<file path="config.mk">
export PLATFORM = sky130hd
export DESIGN_NAME = sensor_scheduler
export DESIGN_NICKNAME = d
export VERILOG_FILES = /design/src/rtl/sensor_pkg.sv /design/src/rtl/sweep_timer.sv /design/src/rtl/sensor_scheduler.sv
export SDC_FILE = /design/constraint.sdc
export NUM_CORES = 1
export LEC_CHECK = 0
export ABC_AREA = 1
export ABC_CLOCK_PERIOD_IN_PS = 3000
export CAP_MARGIN = 20
export CORE_MARGIN = 1
export CORE_UTILIZATION = 47
export DETAILED_ROUTE_END_ITERATION = 7
export GPL_TIMING_DRIVEN = 0
export PLACE_DENSITY = 0.8
export RECOVER_POWER = 25
export SETUP_SLACK_MARGIN = 0.02
export SLEW_MARGIN = 20
export SYNTH_ARGS = -nofsm -noshare
export SYNTH_HDL_FRONTEND = slang
export SYNTH_SLANG_ARGS = --single-unit
</file>
<file path="constraint.sdc">
create_clock -name clock -period 3 [get_ports clock]
set_input_delay 0.45 -clock clock [delete_from_list [all_inputs] [get_ports clock]]
set_output_delay 0.45 -clock clock [all_outputs]
set_load 0.03 [all_outputs]
</file>
<file path="src/rtl/sensor_pkg.sv">
// Shared types and default constants for the sensor sweep scheduler.
// The state encoding is kept here so the block and its bench agree on names.
package sensor_pkg;

  localparam int DEF_NUM_SLOTS = 4;
  localparam int DEF_PERIOD    = 1000;
  localparam int DEF_TIMEOUT   = 4096;
  localparam int ADDR_W        = 7;
  localparam int DATA_W        = 8;

  typedef enum logic [2:0] {
    IDLE,
    SELECT,
    WR_REQ,
    WR_GAP,
    RD_REQ,
    RD_GAP,
    NEXT
  } state_t;

  // Counter width for a modulus of n, never narrower than one bit.
  function automatic int cnt_width(input int n);
    return (n > 1) ? $clog2(n) : 1;
  endfunction

endpackage

</file>
<file path="src/rtl/sweep_timer.sv">
// Free-running sweep period counter plus the pending-sweep request flag.
// Periodic wraps and manual triggers merge into a single pending request.
module sweep_timer
  import sensor_pkg::*;
#(
  parameter int PERIOD = DEF_PERIOD
) (
  input  logic clock,
  input  logic reset,
  input  logic run,
  input  logic trigger,
  input  logic clear,
  output logic pending
);

  localparam int CW = cnt_width(PERIOD);
  localparam logic [CW-1:0] CNT_LAST = CW'(PERIOD - 1);

  logic [CW-1:0] cnt;
  logic          wrap;

  assign wrap = run && (cnt == CNT_LAST);

  // NOTE: state registers use non-blocking assignments so every flop samples
  // pre-edge values; blocking here would make results depend on block order.
  always_ff @(posedge clock or posedge reset) begin
    if (reset) begin
      cnt <= '0;
    end else if (!run || wrap) begin
      cnt <= '0;
    end else begin
      cnt <= cnt + 1'b1;
    end
  end

  // A new request on the same edge the FSM consumes one must not be lost.
  always_ff @(posedge clock or posedge reset) begin
    if (reset) begin
      pending <= 1'b0;
    end else begin
      pending <= (pending && !clear) || wrap || trigger;
    end
  end

endmodule

</file>
<file path="src/rtl/sensor_scheduler.sv">
// Sweeps enabled sensor slots: writes each slot's config byte, then reads it
// back through an external I2C master, recording results and timeouts.
module sensor_scheduler
  import sensor_pkg::*;
#(
  parameter int NUM_SLOTS = DEF_NUM_SLOTS,
  parameter int PERIOD    = DEF_PERIOD,
  parameter int TIMEOUT   = DEF_TIMEOUT
) (
  input  logic                        clock,
  input  logic                        reset,
  input  logic                        run,
  input  logic                        trigger,
  input  logic [NUM_SLOTS-1:0]        slot_en,
  input  logic [ADDR_W*NUM_SLOTS-1:0] slot_addr,
  input  logic [DATA_W*NUM_SLOTS-1:0] slot_cfg,
  output logic                        start,
  output logic                        mode,
  output logic [ADDR_W-1:0]           sensor_address,
  output logic [DATA_W-1:0]           write_val,
  input  logic                        data_ready,
  input  logic [DATA_W-1:0]           read_val,
  output logic [DATA_W*NUM_SLOTS-1:0] result,
  output logic [NUM_SLOTS-1:0]        valid,
  output logic [NUM_SLOTS-1:0]        err,
  output logic                        busy,
  output logic                        sweep_done
);

  localparam int IW = cnt_width(NUM_SLOTS);
  localparam int TW = cnt_width(TIMEOUT);
  localparam logic [IW-1:0] LAST_IDX = IW'(NUM_SLOTS - 1);
  localparam logic [TW-1:0] T_LAST   = TW'(TIMEOUT - 1);

  state_t        state_q, state_d;
  logic [IW-1:0] idx_q;
  logic [TW-1:0] tcnt_q;
  logic          pending;

  logic sweep_begin, sel_load, rd_load, capture, set_err, idx_inc, tcnt_clr;
  logic timed_out;

  sweep_timer #(.PERIOD(PERIOD)) u_timer (
    .clock   (clock),
    .reset   (reset),
    .run     (run),
    .trigger (trigger),
    .clear   (sweep_begin),
    .pending (pending)
  );

  assign timed_out  = (tcnt_q == T_LAST);
  assign start      = (state_q == WR_REQ) || (state_q == RD_REQ);
  assign busy       = (state_q != IDLE);
  assign sweep_done = (state_q == NEXT) && (idx_q == LAST_IDX);

  always_ff @(posedge clock or posedge reset) begin
    if (reset) begin
      state_q <= IDLE;
    end else begin
      state_q <= state_d;
    end
  end

  // NOTE: every signal gets its default before the case so no path leaves it
  // unassigned, which would otherwise infer a latch.
  always_comb begin
    state_d     = state_q;
    sweep_begin = 1'b0;
    sel_load    = 1'b0;
    rd_load     = 1'b0;
    capture     = 1'b0;
    set_err     = 1'b0;
    idx_inc     = 1'b0;
    tcnt_clr    = 1'b0;
    unique case (state_q)
      IDLE: begin
        if (pending) begin
          sweep_begin = 1'b1;
          state_d     = SELECT;
        end
      end
      SELECT: begin
        // Disabled slots cost one cycle each; the last one falls into NEXT.
        if (slot_en[idx_q]) begin
          sel_load = 1'b1;
          tcnt_clr = 1'b1;
          state_d  = WR_REQ;
        end else if (idx_q < LAST_IDX) begin
          idx_inc = 1'b1;
        end else begin
          state_d = NEXT;
        end
      end
      WR_REQ: begin
        if (data_ready) begin
          state_d = WR_GAP;
        end else if (timed_out) begin
          set_err = 1'b1;
          state_d = NEXT;
        end
      end
      WR_GAP: begin
        if (!data_ready) begin
          rd_load  = 1'b1;
          tcnt_clr = 1'b1;
          state_d  = RD_REQ;
        end
      end
      RD_REQ: begin
        if (data_ready) begin
          capture = 1'b1;
          state_d = RD_GAP;
        end else if (timed_out) begin
          set_err = 1'b1;
          state_d = NEXT;
        end
      end
      RD_GAP: begin
        if (!data_ready) begin
          state_d = NEXT;
        end
      end
      NEXT: begin
        if (idx_q < LAST_IDX) begin
          idx_inc = 1'b1;
          state_d = SELECT;
        end else begin
          state_d = IDLE;
        end
      end
      default: state_d = IDLE;
    endcase
  end

  // NOTE: result is a flop bank rather than a RAM, so it is reset along with
  // everything else and never shows stale data after reset.
  always_ff @(posedge clock or posedge reset) begin
    if (reset) begin
      idx_q          <= '0;
      tcnt_q         <= '0;
      mode           <= 1'b0;
      sensor_address <= '0;
      write_val      <= '0;
      result         <= '0;
      valid          <= '0;
      err            <= '0;
    end else begin
      if (sweep_begin) begin
        idx_q <= '0;
      end else if (idx_inc) begin
        idx_q <= idx_q + 1'b1;
      end

      if (tcnt_clr) begin
        tcnt_q <= '0;
      end else if (start) begin
        tcnt_q <= tcnt_q + 1'b1;
      end

      if (sweep_begin) begin
        valid <= valid & ~slot_en;
        err   <= err & ~slot_en;
      end

      // Slot settings are latched here so mid-sweep edits wait for SELECT.
      if (sel_load) begin
        mode           <= 1'b1;
        sensor_address <= slot_addr[idx_q*ADDR_W +: ADDR_W];
        write_val      <= slot_cfg[idx_q*DATA_W +: DATA_W];
      end
      if (rd_load) begin
        mode <= 1'b0;
      end

      if (capture) begin
        result[idx_q*DATA_W +: DATA_W] <= read_val;
        valid[idx_q]                   <= 1'b1;
      end
      if (set_err) begin
        err[idx_q] <= 1'b1;
      end
    end
  end

endmodule

</file>
Word-level counts from Yosys, hierarchy flattened

Index checks and enable logic that the tools add are counted.

Register bits: 84
Input port bits: 77
Output and inout bits: 59
Logic and storage cells: 99

Add/sub/neg operators: 4
$mul: 1
Magnitude comparators: 3
Equal/unequal tests: 13
Shift-type cells: 4
Muxes and demuxes: 41
Bitwise gates (word level): 5
Reduce and logical (&&, ||, !) cells: 17

Operators by type and width:

| cell                      | count |
|---|---|
| $neg A5 Y34               | 1 |
| $shift A8 B34 Y32 const A | 1 |
| $shiftx A8 B34 Y32        | 1 |
| $bwmux W32                | 1 |
| $shiftx A32 B6 Y8         | 1 |
| $shiftx A28 B6 Y7         | 1 |
| $mux W12                  | 2 |
| $mux W3                   | 8 |
| $pmux W3 S7               | 1 |
| $mux W1                   | 18 |
| $mux W4                   | 4 |
| $add A12 B1 Y12 const B   | 1 |
| $eq A12 B12 Y1 const B    | 1 |
| $add A10 B1 Y10 const B   | 1 |
| $eq A10 B10 Y1 const B    | 1 |
| $mux W10                  | 1 |
| $eq A3 B3 Y1 const B      | 3 |
| $and A4 B4 Y4             | 2 |
| $or A4 B4 Y4              | 2 |
| $eq A3 B2 Y1 const B      | 2 |
| $reduce_bool A2 Y1        | 3 |
| $mul A2 B3 Y5 const B     | 1 |
| $logic_and A1 B1 Y1       | 4 |
| $logic_or A1 B1 Y1        | 4 |
| other kinds (19)          | 23 |

Depth between registers and ports, before layout

Word-level depth: 6
Depth in mapped cells: 11

Hierarchy

A second synthesis with hierarchy kept.

Cells, all modules: 588
Area total of the unflattened synthesis: 4652.0 µm²

Modules (own cells, without submodules):

| module           | times used | cells each | area an instance (µm²) | sequential area each (µm²) |
|---|---|---|---|---|
| sensor_scheduler | 1          | 516        | 4050.1                 | 1826.8 |
| sweep_timer      | 1          | 72         | 601.8                  | 275.3 |

Worst setup path after synthesis

No wires, ideal clock.

Path kind: register -> register
From: register idx_q[0]
To: register result[0]
Setup time: 0.066 ns
Data arrival time: 2.188 ns
Data required time: 2.934 ns
Setup slack: 0.746 ns
Cell stages (with the launch flop): 9
Buffers on the path: 3
Clock period less this slack: 2.254 ns
Cells stage by stage: dfrtp_1 buf_2 inv_2 clkbuf_1 ha_1 buf_2 nor3_1 nand3_1 nand2_1

Word-level cells in the longest chain between the ends: 3
Elaborated cells between the ends (all ways): 4
Those cells by class: add/sub: 1; shift: 2; mux: 1

Ends and longest elaborated chain:

| item                                                    | line                    | RTL |
|---|---|---|
| from (decl)                                             | sensor_scheduler.sv:36  | `logic [IW-1:0] idx_q;` |
| from (signal assigned)                                  | sensor_scheduler.sv:152 | `idx_q <= idx_q + 1'b1;` |
| $neg A5 Y34 *                                           | sensor_scheduler.sv:177 | `result[idx_q*DATA_W +: DATA_W] <= read_val;` |
| $shiftx A8 B34 Y32 or $shift A8 B34 Y32 (tied branches) | sensor_scheduler.sv:177 |  |
| $bwmux W32 *                                            | sensor_scheduler.sv:177 |  |
| to (signal, indexed assignment)                         | sensor_scheduler.sv:177 |  |
| to (decl)                                               | sensor_scheduler.sv:23  | `output logic [DATA_W*NUM_SLOTS-1:0] result,` |

Every way passes the cells marked *; elsewhere a longest branch is shown, timed or not.
A chain may end at the register's enable or synchronous reset.

Worst setup path in the final report

From: register idx_q[1]
To: output sweep_done

Word-level cells in the longest chain between the ends: 2

Ends and longest elaborated chain:

| item                | line                   | RTL |
|---|---|---|
| $eq A2 B2 Y1        | sensor_scheduler.sv:55 | `assign sweep_done = (state_q == NEXT) && (idx_q == LAST_IDX);` |
| $logic_and A1 B1 Y1 | sensor_scheduler.sv:55 |  |
| to (decl)           | sensor_scheduler.sv:27 | `output logic sweep_done` |

Every way passes these cells.

==> metrics.yaml <==
run_status:
  status: "complete, but fails checks"
  violations: "capacitance limit, slew limit"
placed_design:
  routabilityCongestion: 0.904
  dp_hpwl_um: 9390
  pre_cts_ws_ns: 0.110
  numPortBuffers: 135
logic_synthesis:
  synth_warnings: 0
  synth_fp_nets: 669
  syn_area_per_cell_um2: 7.69
  syn-cell-area_um2: 4470
  synth-seq-cells: 84
  synth.yosys.seq_area_share_pct: 47.0
  synth.distinct_cells: 32
  synthesis.instances: 582
power:
  pwr-share-comb_pct: 49.7
  peakVddDrop_mv: 0.363
  switchingPower_mw: 2.06
  p_total_mw: 4.55
  power_frac_clock_pct: 16.7
  power_frac_seq_pct: 33.6
  cell_internal_pwr_mw: 2.49
  swShare_pct: 45.2
  p_leak_nw: 2.92
  p_per_area_nw_per_um2: 735
worst_setup_path:
  crit_path_start_kind: "flop"
  worstSetupEndpointType: "output pin"
  slowest_stage: "clkdlybuf4s50_1"
  crit_type: "reg -> out"
  arrival_ns: 2.29
  worstPathRequired_ns: 2.55
  cp_max_fo: 13
  slowest_delay_ns: 0.76
  crit_path_cell_trace: "ha_1 -> inv_1 -> nor4_1 -> clkdlybuf4s50_1"
finish:
  drive_above_1_share_pct: 6.68
  n_antenna_cell: 0
  syn_to_final_growth_pct: 38.5
  fin_nets: 816
  nFillCells: 783
floorplan:
  start_util_pct: 48.4
  die_w_um: 99.6
  core_region_area_um2: 9240
  rows: 35
  die_area_um2: 9910
  die_h_um: 99.6
  ios: 136
sta:
  final_hold_viol_count: 0
  fin_ws_ns: 0.262
  min_period_over_period_pct: 91.3
  rsz0062_at_grt: "false"
  relSlewSlack_pct: -14.4
  skew_ns: 0.00826
  fmax_mhz: 365
  tightest_slew_ns: 1.71
  setup_viol: 0
  slew_viol_final: 45
  layout_min_cycle_time_ns: 2.74
drt:
  route.vias.total: 4551
  drtAntennaViolNets: 0
  via_per_inst: 5.27
  route.detailed.drc: 0
  drt_iter0_drc: 256
  routed_wl_um: 12400
  drt_first_pass_iters: 5
  routedWlPerCell_um: 14.4
grt:
  gr-usage-met3_pct: 6.04
  grt-busiest-layer: "met2"
  antenna_found_initial: 0
  grt.overflow.total: 0
  grt_pass1_wl_um: 20600
  grt.met2_usage_pct: 44.1
  grt_max_degree: 46
  grt_use_met1_pct: 33.8
  grt_usage_pct: 26.5
  grt_pass1_vias: 4460
clock_network:
  clock-sinks: 84
  clock_latency_ns: 0.36
  cts_resized: 0
  clkTransAtPathRegs_ns: 0.09
  post_cts_buffers: 0
  cts_max_path_buffers: 2
  cts_made_buffers: 9
  cts_hold_buf: 0
  h-tree-depth: 3
  cts_root_buf: "clkbuf_8"
  cts_tree: "built"
run:
  maxCapViolations: 1
min_path:
  min_path_type: "reg -> reg"
==> flip-flops by register name, summed over array words and instances, names as in the netlist <==
signal and cells:
idx_q 2, u_timer.pending 1, write_val 8, sensor_address 7, valid 4, u_timer.cnt 10
err 4, result 32, tcnt_q 12, mode 1, state_q 3
==> cells in the final DEF, fill, tap and decap left out, types with 2 or more instances in the layout <==
master	n
nor2_1	82
nand2_2	3
nand4_1	25
a21oi_1	6
clkbuf_8	10
clkinvlp_4	4
nor3_1	5
clkbuf_1	10
xor2_1	2
clkinv_1	2
inv_6	2
inv_2	4
ha_1	10
nor2_4	6
nor3b_1	3
dfrtp_1	83
clkdlybuf4s50_1	134
o21ai_0	82
nand2_1	146
inv_1	43
o22ai_1	15
nand3_1	31
buf_2	9
==> cells by family after synthesis <==
kind of cell             share of synthesized area, %
AND/OR/NAND/NOR                                  30.4
adder cells (fa/ha/maj)                          2.80
AO/OA/AOI/OAI                                    12.4
flip-flops                                       47.0
XOR/XNOR                                        0.588
buffers and inverters                            6.85
==> layout make-up <==
| class | count | area (µm²) | share of cell area, % |
|---|---|---|---|
| Tap cell | 129 | 161 | 2.60 |
| Multi-Input combinational cell | 426 | 2070 | 33.4 |
| Clock buffer | 10 | 138 | 2.22 |
| Buffer | 22 | 116 | 1.88 |
| Timing Repair Buffer | 136 | 1370 | 22.1 |
| Clock inverter | 6 | 47.5 | 0.767 |
| Sequential cell | 84 | 2100 | 33.9 |
| Inverter | 50 | 190 | 3.07 |
==> layer usage <==
metal  wire (µm)  vias up
met5           0        -
li1            -     2208
met3         777       26
met1        5400     2144
met2        5950      173
met4         252        0
==> path summary, 6_finish.rpt <==
| kind | start | to | slack [ns] | cells past startpoint |
|---|---|---|---|---|
| max | idx_q[1]$_DFFE_PP0P_ | sweep_done | 0.26 | 4 |
| max in group asynchronous | reset | sensor_address[3]$_DFFE_PP0P_ | 0.94 | 2 |
| min reg2reg | write_val[3]$_DFFE_PP0P_ | write_val[3]$_DFFE_PP0P_ | 0.48 | 2 |
| min in group asynchronous | reset | result[25]$_DFFE_PP0P_ | 1.06 | 2 |
| min | write_val[3]$_DFFE_PP0P_ | write_val[3]$_DFFE_PP0P_ | 0.48 | 2 |
| max reg2reg | idx_q[0]$_DFFE_PP0P_ | result[16]$_DFFE_PP0P_ | 0.28 | 8 |
==> power groups by stage <==
stage          combinational (mW)  clock (mW)  sequential (mW)
2_1_floorplan                1.09           0             1.85
3_3_place_gp                 2.19           0             1.54
3_5_place_dp                 2.24           0             1.55
4_1_cts                      2.25       0.777             1.53
5_1_grt                      2.48       0.820             1.56
6_report                     2.26       0.761             1.53
==> synth_stat cells (all sizes together) <==
| cell | number | area [µm²] |
|---|---|---|
| nand2 | 150 | 578 |
| nor2 | 88 | 375 |
| dfrtp | 84 | 2100 |
| o21ai | 83 | 415 |
| inv | 48 | 183 |
| nand3 | 33 | 183 |
| nand4 | 25 | 156 |
| o22ai | 15 | 93.8 |
| buf | 12 | 78.8 |
| clkbuf | 10 | 37.5 |
| ha | 10 | 125 |
| a21oi | 6 | 30.0 |
| nor3 | 6 | 30.0 |
| nor3b | 3 | 22.5 |
| clkinv | 2 | 7.51 |
| xor2 | 2 | 17.5 |
| a31o | 1 | 8.76 |
| nor4 | 1 | 6.26 |
| o21bai | 1 | 7.51 |
| or2 | 1 | 6.26 |
| xnor2 | 1 | 8.76 |
==> worst max-delay path: cells and delay by family (launching register included) <==
kind,cells,cell delay [ns]
fa+ha+maj,1,0.19
flops,1,0.53
buf+inv,2,0.84
simple gates,1,0.36
==> metrics by stage <==
step / hold WS (ns) / instance area, µm² / util, % / cells / TNS (ns)
2_1_floorplan: 0.463 / 4470 / - / 582 / 0
4_1_cts: 0.481 / 6190 / 67.0 / 863 / 0
3_5_place_dp: 0.462 / 6010 / 65.0 / 847 / 0
6_report: 0.484 / 6200 / 67.1 / 863 / 0
5_1_grt: 0.513 / 6200 / 67.1 / 863 / 0
3_3_place_gp: 0.461 / 5990 / 64.8 / 846 / -74.13
Power figures use the tool's default switching activity.
